--- config.mk ---
export PLATFORM = sky130hd
export DESIGN_NAME = jtopl_pg_rhy_src_flat
export DESIGN_NICKNAME = d
export VERILOG_FILES = /design/src/rtl/jtopl_pg_rhy_src_if.sv /design/src/rtl/jtopl_pg_rhy_src.sv /design/src/flat_wrapper.sv
export SDC_FILE = /design/constraint.sdc
export NUM_CORES = 1
export LEC_CHECK = 0
export ABC_AREA = 1
export BUFFER_PORTS_ARGS = -buffer_cell sky130_fd_sc_hd__buf_2
export CORE_MARGIN = 2
export CORE_UTILIZATION = 39
export DETAILED_ROUTE_END_ITERATION = 8
export HOLD_SLACK_MARGIN = 0.06
export SETUP_SLACK_MARGIN = 0.4
export SYNTH_ARGS = -nofsm -noshare
export SYNTH_HDL_FRONTEND = slang
export SYNTH_SLANG_ARGS = --single-unit
--- constraint.sdc ---
create_clock -name clk -period 1.3 [get_ports clk]
set_input_delay 0.195 -clock clk [delete_from_list [all_inputs] [get_ports clk]]
set_output_delay 0.195 -clock clk [all_outputs]
set_load 0.02 [all_outputs]
--- src/rtl/jtopl_pg_rhy_src_if.sv ---
// Bundle between the rhythm source stage and its neighbours: per-slot inputs plus
// slot/noise/ring-mod/enable outputs consumed by the rhythm phase modifier.
interface jtopl_pg_rhy_src_if;
    logic       cen;
    logic       rhy_en;
    logic [9:0] phase_pre;
    logic [4:0] slot;
    logic       zero;
    logic       noise;
    logic [9:0] hh;
    logic       rm_xor;
    logic       hh_en;
    logic       sd_en;
    logic       tc_en;

    modport master (
        output cen, rhy_en, phase_pre,
        input  slot, zero, noise, hh, rm_xor, hh_en, sd_en, tc_en
    );

    modport slave (
        input  cen, rhy_en, phase_pre,
        output slot, zero, noise, hh, rm_xor, hh_en, sd_en, tc_en
    );
endinterface

--- src/rtl/jtopl_pg_rhy_src.sv ---
// Rhythm source stage: operator slot sequencer, 23-bit noise LFSR, HH/TC phase
// capture and the per-slot rhythm enables for the downstream phase modifier.
module jtopl_pg_rhy_src #(
    parameter int unsigned NSLOTS    = 18,
    parameter int unsigned HH_SLOT   = 13,
    parameter int unsigned SD_SLOT   = 16,
    parameter int unsigned TC_SLOT   = 17,
    parameter logic [22:0] LFSR_SEED = 23'h000001
) (
    input logic               clk,
    input logic               rst,
    jtopl_pg_rhy_src_if.slave bus
);

    localparam logic [4:0] LastSlot = 5'(NSLOTS - 1);
    localparam logic [4:0] HhSlot   = 5'(HH_SLOT);
    localparam logic [4:0] SdSlot   = 5'(SD_SLOT);
    localparam logic [4:0] TcSlot   = 5'(TC_SLOT);

    logic [4:0]  slot_q, slot_d;
    logic [22:0] lfsr_q, lfsr_d;
    logic [9:0]  hh_q, hh_d;
    logic [9:0]  tc_q, tc_d;
    logic        last_slot;

    assign last_slot = (slot_q == LastSlot);

    always_comb begin
        slot_d = slot_q;
        lfsr_d = lfsr_q;
        hh_d   = hh_q;
        tc_d   = tc_q;
        if (bus.cen) begin
            slot_d = last_slot ? 5'd0 : slot_q + 5'd1;
            // Noise steps once per sample, aligned with the slot wrap.
            if (last_slot) lfsr_d = {lfsr_q[21:0], lfsr_q[22] ^ lfsr_q[8]};
            if (slot_q == HhSlot) hh_d = bus.phase_pre;
            if (slot_q == TcSlot) tc_d = bus.phase_pre;
        end
    end

    always_ff @(posedge clk) begin
        if (rst) begin
            slot_q <= 5'd0;
            lfsr_q <= LFSR_SEED;
            hh_q   <= 10'd0;
            tc_q   <= 10'd0;
        end else begin
            slot_q <= slot_d;
            lfsr_q <= lfsr_d;
            hh_q   <= hh_d;
            tc_q   <= tc_d;
        end
    end

    // Built only from latched phases so the term never depends on phase_pre.
    assign bus.rm_xor = (hh_q[2] ^ hh_q[7]) | (hh_q[3] ^ tc_q[5]) | (tc_q[3] ^ tc_q[5]);

    assign bus.slot  = slot_q;
    assign bus.zero  = (slot_q == 5'd0);
    assign bus.noise = lfsr_q[0];
    assign bus.hh    = hh_q;
    assign bus.hh_en = bus.rhy_en & (slot_q == HhSlot);
    assign bus.sd_en = bus.rhy_en & (slot_q == SdSlot);
    assign bus.tc_en = bus.rhy_en & (slot_q == TcSlot);

endmodule

--- src/flat_wrapper.sv ---
// flat-port wrapper written by rule: the top's interface ports become plain ports
module jtopl_pg_rhy_src_flat 
#(
    parameter int unsigned NSLOTS    = 18,
    parameter int unsigned HH_SLOT   = 13,
    parameter int unsigned SD_SLOT   = 16,
    parameter int unsigned TC_SLOT   = 17,
    parameter logic [22:0] LFSR_SEED = 23'h000001
)
  (clk, rst, bus_cen, bus_rhy_en, bus_phase_pre, bus_slot, bus_zero, bus_noise, bus_hh, bus_rm_xor, bus_hh_en, bus_sd_en, bus_tc_en);
  jtopl_pg_rhy_src_if bus_i ();
  input logic clk;
  input logic rst;
  input wire logic [$bits(bus_i.cen)-1:0] bus_cen;
  input wire logic [$bits(bus_i.rhy_en)-1:0] bus_rhy_en;
  input wire logic [$bits(bus_i.phase_pre)-1:0] bus_phase_pre;
  output wire logic [$bits(bus_i.slot)-1:0] bus_slot;
  output wire logic [$bits(bus_i.zero)-1:0] bus_zero;
  output wire logic [$bits(bus_i.noise)-1:0] bus_noise;
  output wire logic [$bits(bus_i.hh)-1:0] bus_hh;
  output wire logic [$bits(bus_i.rm_xor)-1:0] bus_rm_xor;
  output wire logic [$bits(bus_i.hh_en)-1:0] bus_hh_en;
  output wire logic [$bits(bus_i.sd_en)-1:0] bus_sd_en;
  output wire logic [$bits(bus_i.tc_en)-1:0] bus_tc_en;
  assign bus_i.cen = bus_cen;
  assign bus_i.rhy_en = bus_rhy_en;
  assign bus_i.phase_pre = bus_phase_pre;
  assign bus_slot = bus_i.slot;
  assign bus_zero = bus_i.zero;
  assign bus_noise = bus_i.noise;
  assign bus_hh = bus_i.hh;
  assign bus_rm_xor = bus_i.rm_xor;
  assign bus_hh_en = bus_i.hh_en;
  assign bus_sd_en = bus_i.sd_en;
  assign bus_tc_en = bus_i.tc_en;
  jtopl_pg_rhy_src #(.NSLOTS(NSLOTS), .HH_SLOT(HH_SLOT), .SD_SLOT(SD_SLOT), .TC_SLOT(TC_SLOT), .LFSR_SEED(LFSR_SEED)) u_core (.clk(clk), .rst(rst), .bus(bus_i));
endmodule
# Yosys cells after proc, flatten, opt, wreduce, memory -nomap -nowiden
# Cells that the tools add are included.
dict set report op_classes {
  addsub 1
  eq_ne 3
  n_mux 1
  n_bitwise 9
  n_reduce_logical 3
}
# operator count
set ops {}
lappend ops {{5-bit == test (second input constant)} 2}
lappend ops {{5-bit by 1-bit adder with 5-bit output (second input constant)} 1}
lappend ops {{5-bit by 4-bit == test with 1-bit output (second input constant)} 1}
lappend ops {{5-bit logical NOT} 1}
lappend ops {{5-bit two-way mux} 1}
lappend ops {{2-bit AND reduction} 2}
lappend ops {{1-bit bitwise XOR} 4}
lappend ops {{1-bit AND} 3}
lappend ops {{1-bit bitwise OR} 2}
dict set report totals {
  wordCells 21
  out_inout_bits 21
  register_bits 44
  input_bits 14
}

# Longest topological paths before layout
dict set report logic_depth {
  ltp_word 3
  ltp_mapped 9
  ltp_nobuf 8
}

# Worst setup path before layout
# OpenSTA, ideal clock, no wires.
dict set report synth_path {
  path_type {reg-to-output}
  start {register u_core.slot_q[0], in the netlist u_core.bus.slot[0]}
  end {output port bus_hh_en}
  n_path_buf 0
  path_stages_with_launch 4
  setup_slack_ps -192
  arrival_ps 1297
  t_required_ps 1105
  cell_sequence {dfxtp_1 > ha_1 > nand2_1 > nor3_1}
}
dict set report synth_between {
  elab_chain_cells 2
}
# item line
set synth_lines {}
lappend synth_lines {{start, declared} jtopl_pg_rhy_src.sv:20} ;# logic [4:0] slot_q, slot_d;
lappend synth_lines {{start signal, assigned} jtopl_pg_rhy_src.sv:49} ;# slot_q <= slot_d;
lappend synth_lines {{5-bit by 4-bit == test with 1-bit output} jtopl_pg_rhy_src.sv:63} ;# assign bus.hh_en = bus.rhy_en & (slot_q == HhSlot);
lappend synth_lines {{1-bit AND} jtopl_pg_rhy_src.sv:63}
lappend synth_lines {{end, declared} flat_wrapper.sv:22} ;# output wire logic [$bits(bus_i.hh_en)-1:0] bus_hh_en;
# No other way between the ends.

# Worst setup path after layout
dict set report layout_path {
  start {register u_core.slot_q[0], in the netlist u_core.bus.slot[0]}
  end {output port bus_sd_en}
}
dict set report layout_between {
  elab_chain_cells 2
}
# item line
set layout_lines {}
lappend layout_lines {{5-bit == test} jtopl_pg_rhy_src.sv:64} ;# assign bus.sd_en = bus.rhy_en & (slot_q == SdSlot);
lappend layout_lines {{1-bit AND} jtopl_pg_rhy_src.sv:64}
lappend layout_lines {{end, declared} flat_wrapper.sv:23} ;# output wire logic [$bits(bus_i.sd_en)-1:0] bus_sd_en;
# No other way between the ends.

==> results.md <==
* Violated checks: negative setup slack
* Post-cts hold buffer count at 0
* RSZ-0062 raised after global routing: yes
* Required @ worst endpoint at 1110 ps
* Worst Tran Pin Value at 291 ps
* Via count at 1767
* Post-route worst setup slack at -112 ps
* Reg clk slew, reported paths at 70 ps
* Max-Cap Viols at 0
* Max FO, Critical Path at 3
* Final-stage net count at about 380
* Final core utilization at 0.616
* Run status: complete, but fails checks
* Logic pwr share at 0.089
* Pre-Repair DR Iteration Count at 4
* CTS sink count at 40
* Total global routing overflow at 0
* Top cells by area, synth: dfxtp_1 (42%), nand2_1 (17%), nor2_1 (13%)
* Clk_skew at just under 10 ps
* Count leader, synth: nand2_1
* Switching share of power at 0.248
* Clock Root Buffer: clkbuf_8
* Post-synthesis register bit count at 40
* R2R cell count at 11
* Stages on worst setup path at 5
* Post-layout min period at 1410 ps
* Worst vdd rail ir drop at 334 uV
* Final Hold Fails at 0
* Setup crit start kind: register
* Io pins at 35
* CTS H-tree lvls at 2
* Syn. warnings at 0
* Setup crit end kind: output port
* Critical path, cell by cell: inv_2 -> ha_2 -> nand2_4 -> nor3_4 -> buf_6
* FFs w/ async S/R, synth at 0
* Layout cell share with drive strength beyond 1 at 0.396
* CTS tree: built
* Yosys cell types at 21
* Post-Syn Nets at 316
* Slowest stage delay, CP at around 360 ps
* Number of global-route vias before repair at 1551
* CP Class: reg2out
* Setup violations, final at 33
* Initial core utilization at 0.406
* Pwr dens at 767 nW/um^2
* Seq/Total Area, Yosys at 0.417
* WL final at 4.09 mm
* Mapped cell area at 1920 sq um
* WL/cell at roughly 9.6 um
* Clk buf depth at 2
* Avg Cell Area, Syn at ~6.4 sq um
* Seq pwr share at 0.549
* # diodes at 0
* Final Wtd Congestion at 0.741
* Synth Instances at 299
* Die ar. at approximately 5500 sq um
* Slew Limit Fails at 0
* Yosys top cell area share at 0.417
* CORE AREA at 4720 sq um
* CP arrival at 1220 ps
* Total CTS buffers at 5
* Largest net degree at the start of global routing at 37
* Inst Count DP at 394
* Die height at 74.2 um
* Antenna Nets Post-Route at 0
* Slowest library cell on the worst path: dfxtp_4
* Clock power frac at 0.363
* Ys flop type: dfxtp_1
* Switching power at 0.553 mW
* HP Class: in2reg
* Kind of cell adding the most delay to the critical path: flip-flops
* Hold depth at 2
* Initial DRC count at 81
* Area growth, synth to finish at 51.5%
* Residual DRC at 0
* First-pass GRT wire length at 6.62 mm
* Leakage power at 1.52 nW
* Final Cycle Share at 1.09
* Int Pwr at 1.68 mW
* Total Routing Usage GR at 0.153
* Worst slew margin at 0.806
* Antenna violations before repair at 0
* Cell row count at 25
* CP bufs+invs at 2
* Hpwl dp at between 2 and 2.5 mm
* Finished Layout Cells at 426
* Biggest area consumer among synthesized cells: dfxtp_1
* Clock latency on the worst-skew pair at 290 ps
* Synth top cells by count: nand2_1 (86), nor2_1 (67), inv_1 (62)
* Maximum clock rate at 708 MHz
* PortBufs at 34
* Die Wd at 74.2 um
* Number of synthesized flops with an enable pin at 0
* Vias per cell at slightly above 4
-- registers in the layout, indices dropped and copies added, names as in the netlist --
register,cells
u_core.bus.slot,5
u_core.lfsr_q,23
u_core.bus.hh,10
u_core.tc_q,2
-- final timing paths --
path,startpoint,endpoint,slack (ps)
hold / removal,rst,u_core.bus.slot[3],60
hold reg to reg,u_core.lfsr_q[19],u_core.lfsr_q[20],490
setup reg to reg,u_core.bus.slot[1],u_core.tc_q[5],-90
setup / recovery,u_core.bus.slot[0],bus_sd_en,-110
-- what timing repair did --
action | 4_1_cts | 5_1_grt
resized for setup | 79 | 28
setup endpoints to repair | 60 | 61
setup buffers | 9 | 9
pin swaps | 10 | 18
cloned | 3 | 3
-- per-layer routing --
metal / GRT usage / up-vias / share of wire
li1: - / 977 / -
met5: 0 / - / 0
met2: 0.264 / 26 / 0.49
met3: 0.0339 / 6 / 0.027
met4: 0.0485 / 0 / 0.013
met1: 0.189 / 758 / 0.47
-- kinds of logic after synthesis --
logic type	share of synthesized area
simple gates	0.372
compound gates	0.0143
flops	0.417
xor+xnor	0.0137
fa+ha+maj	0.0196
buf+inv	0.164
-- through the flow --
| step | TNS, ps | hold slack [ps] | total power, mW | area, sq um | setup slack, ps |
|---|---|---|---|---|---|
| 5_1_grt | -4810 | 66.2 | 2.33 | 2910 | -187 |
| 2_1_floorplan | 0 | 259 | 1.36 | 1990 | 126 |
| 6_report | -2120 | 64.6 | 2.23 | 2910 | -112 |
| 4_1_cts | -1310 | 61.7 | 2.26 | 2700 | -121 |
| 3_5_place_dp | 0 | 372 | 1.41 | 2240 | 84.9 |
| 3_3_place_gp | 0 | 369 | 1.41 | 2240 | 91.5 |
-- placed cells by master, fill, tap and decap left out, drive strengths merged --
cell type  synthesis  layout
xnor2              1       1
nand3             15      16
bufbuf             0       2
nor2              69      69
ha                 3       3
o21ai              3       3
a21oi              1       1
dfxtp             40      40
inv               63      64
clkbuf             3       8
nor3               2       2
xor2               2       2
nand2             87      87
clkinv             2       3
o21bai             1       1
buf                7      57
-- power groups by stage --
stage,clock [mW],sequential (mW),combinational [mW]
finish,0.809,1.22,0.197
floorplan,0,1.27,0.0834
CTS,0.846,1.23,0.188
global placement,0,1.27,0.142
detailed placement,0,1.27,0.143
global route,0.886,1.22,0.218
-- final cells by class --
type | count | area (sq um)
repair buffers | 61 | 646
well taps | 67 | 83.8
clock buffers | 6 | 72.6
multi-input cells | 185 | 1000
fillers | 425 | 1820
clock inverters | 2 | 11.3
flip-flops and latches | 40 | 842
inverters | 65 | 248
(Power assumes the default switching activity.)
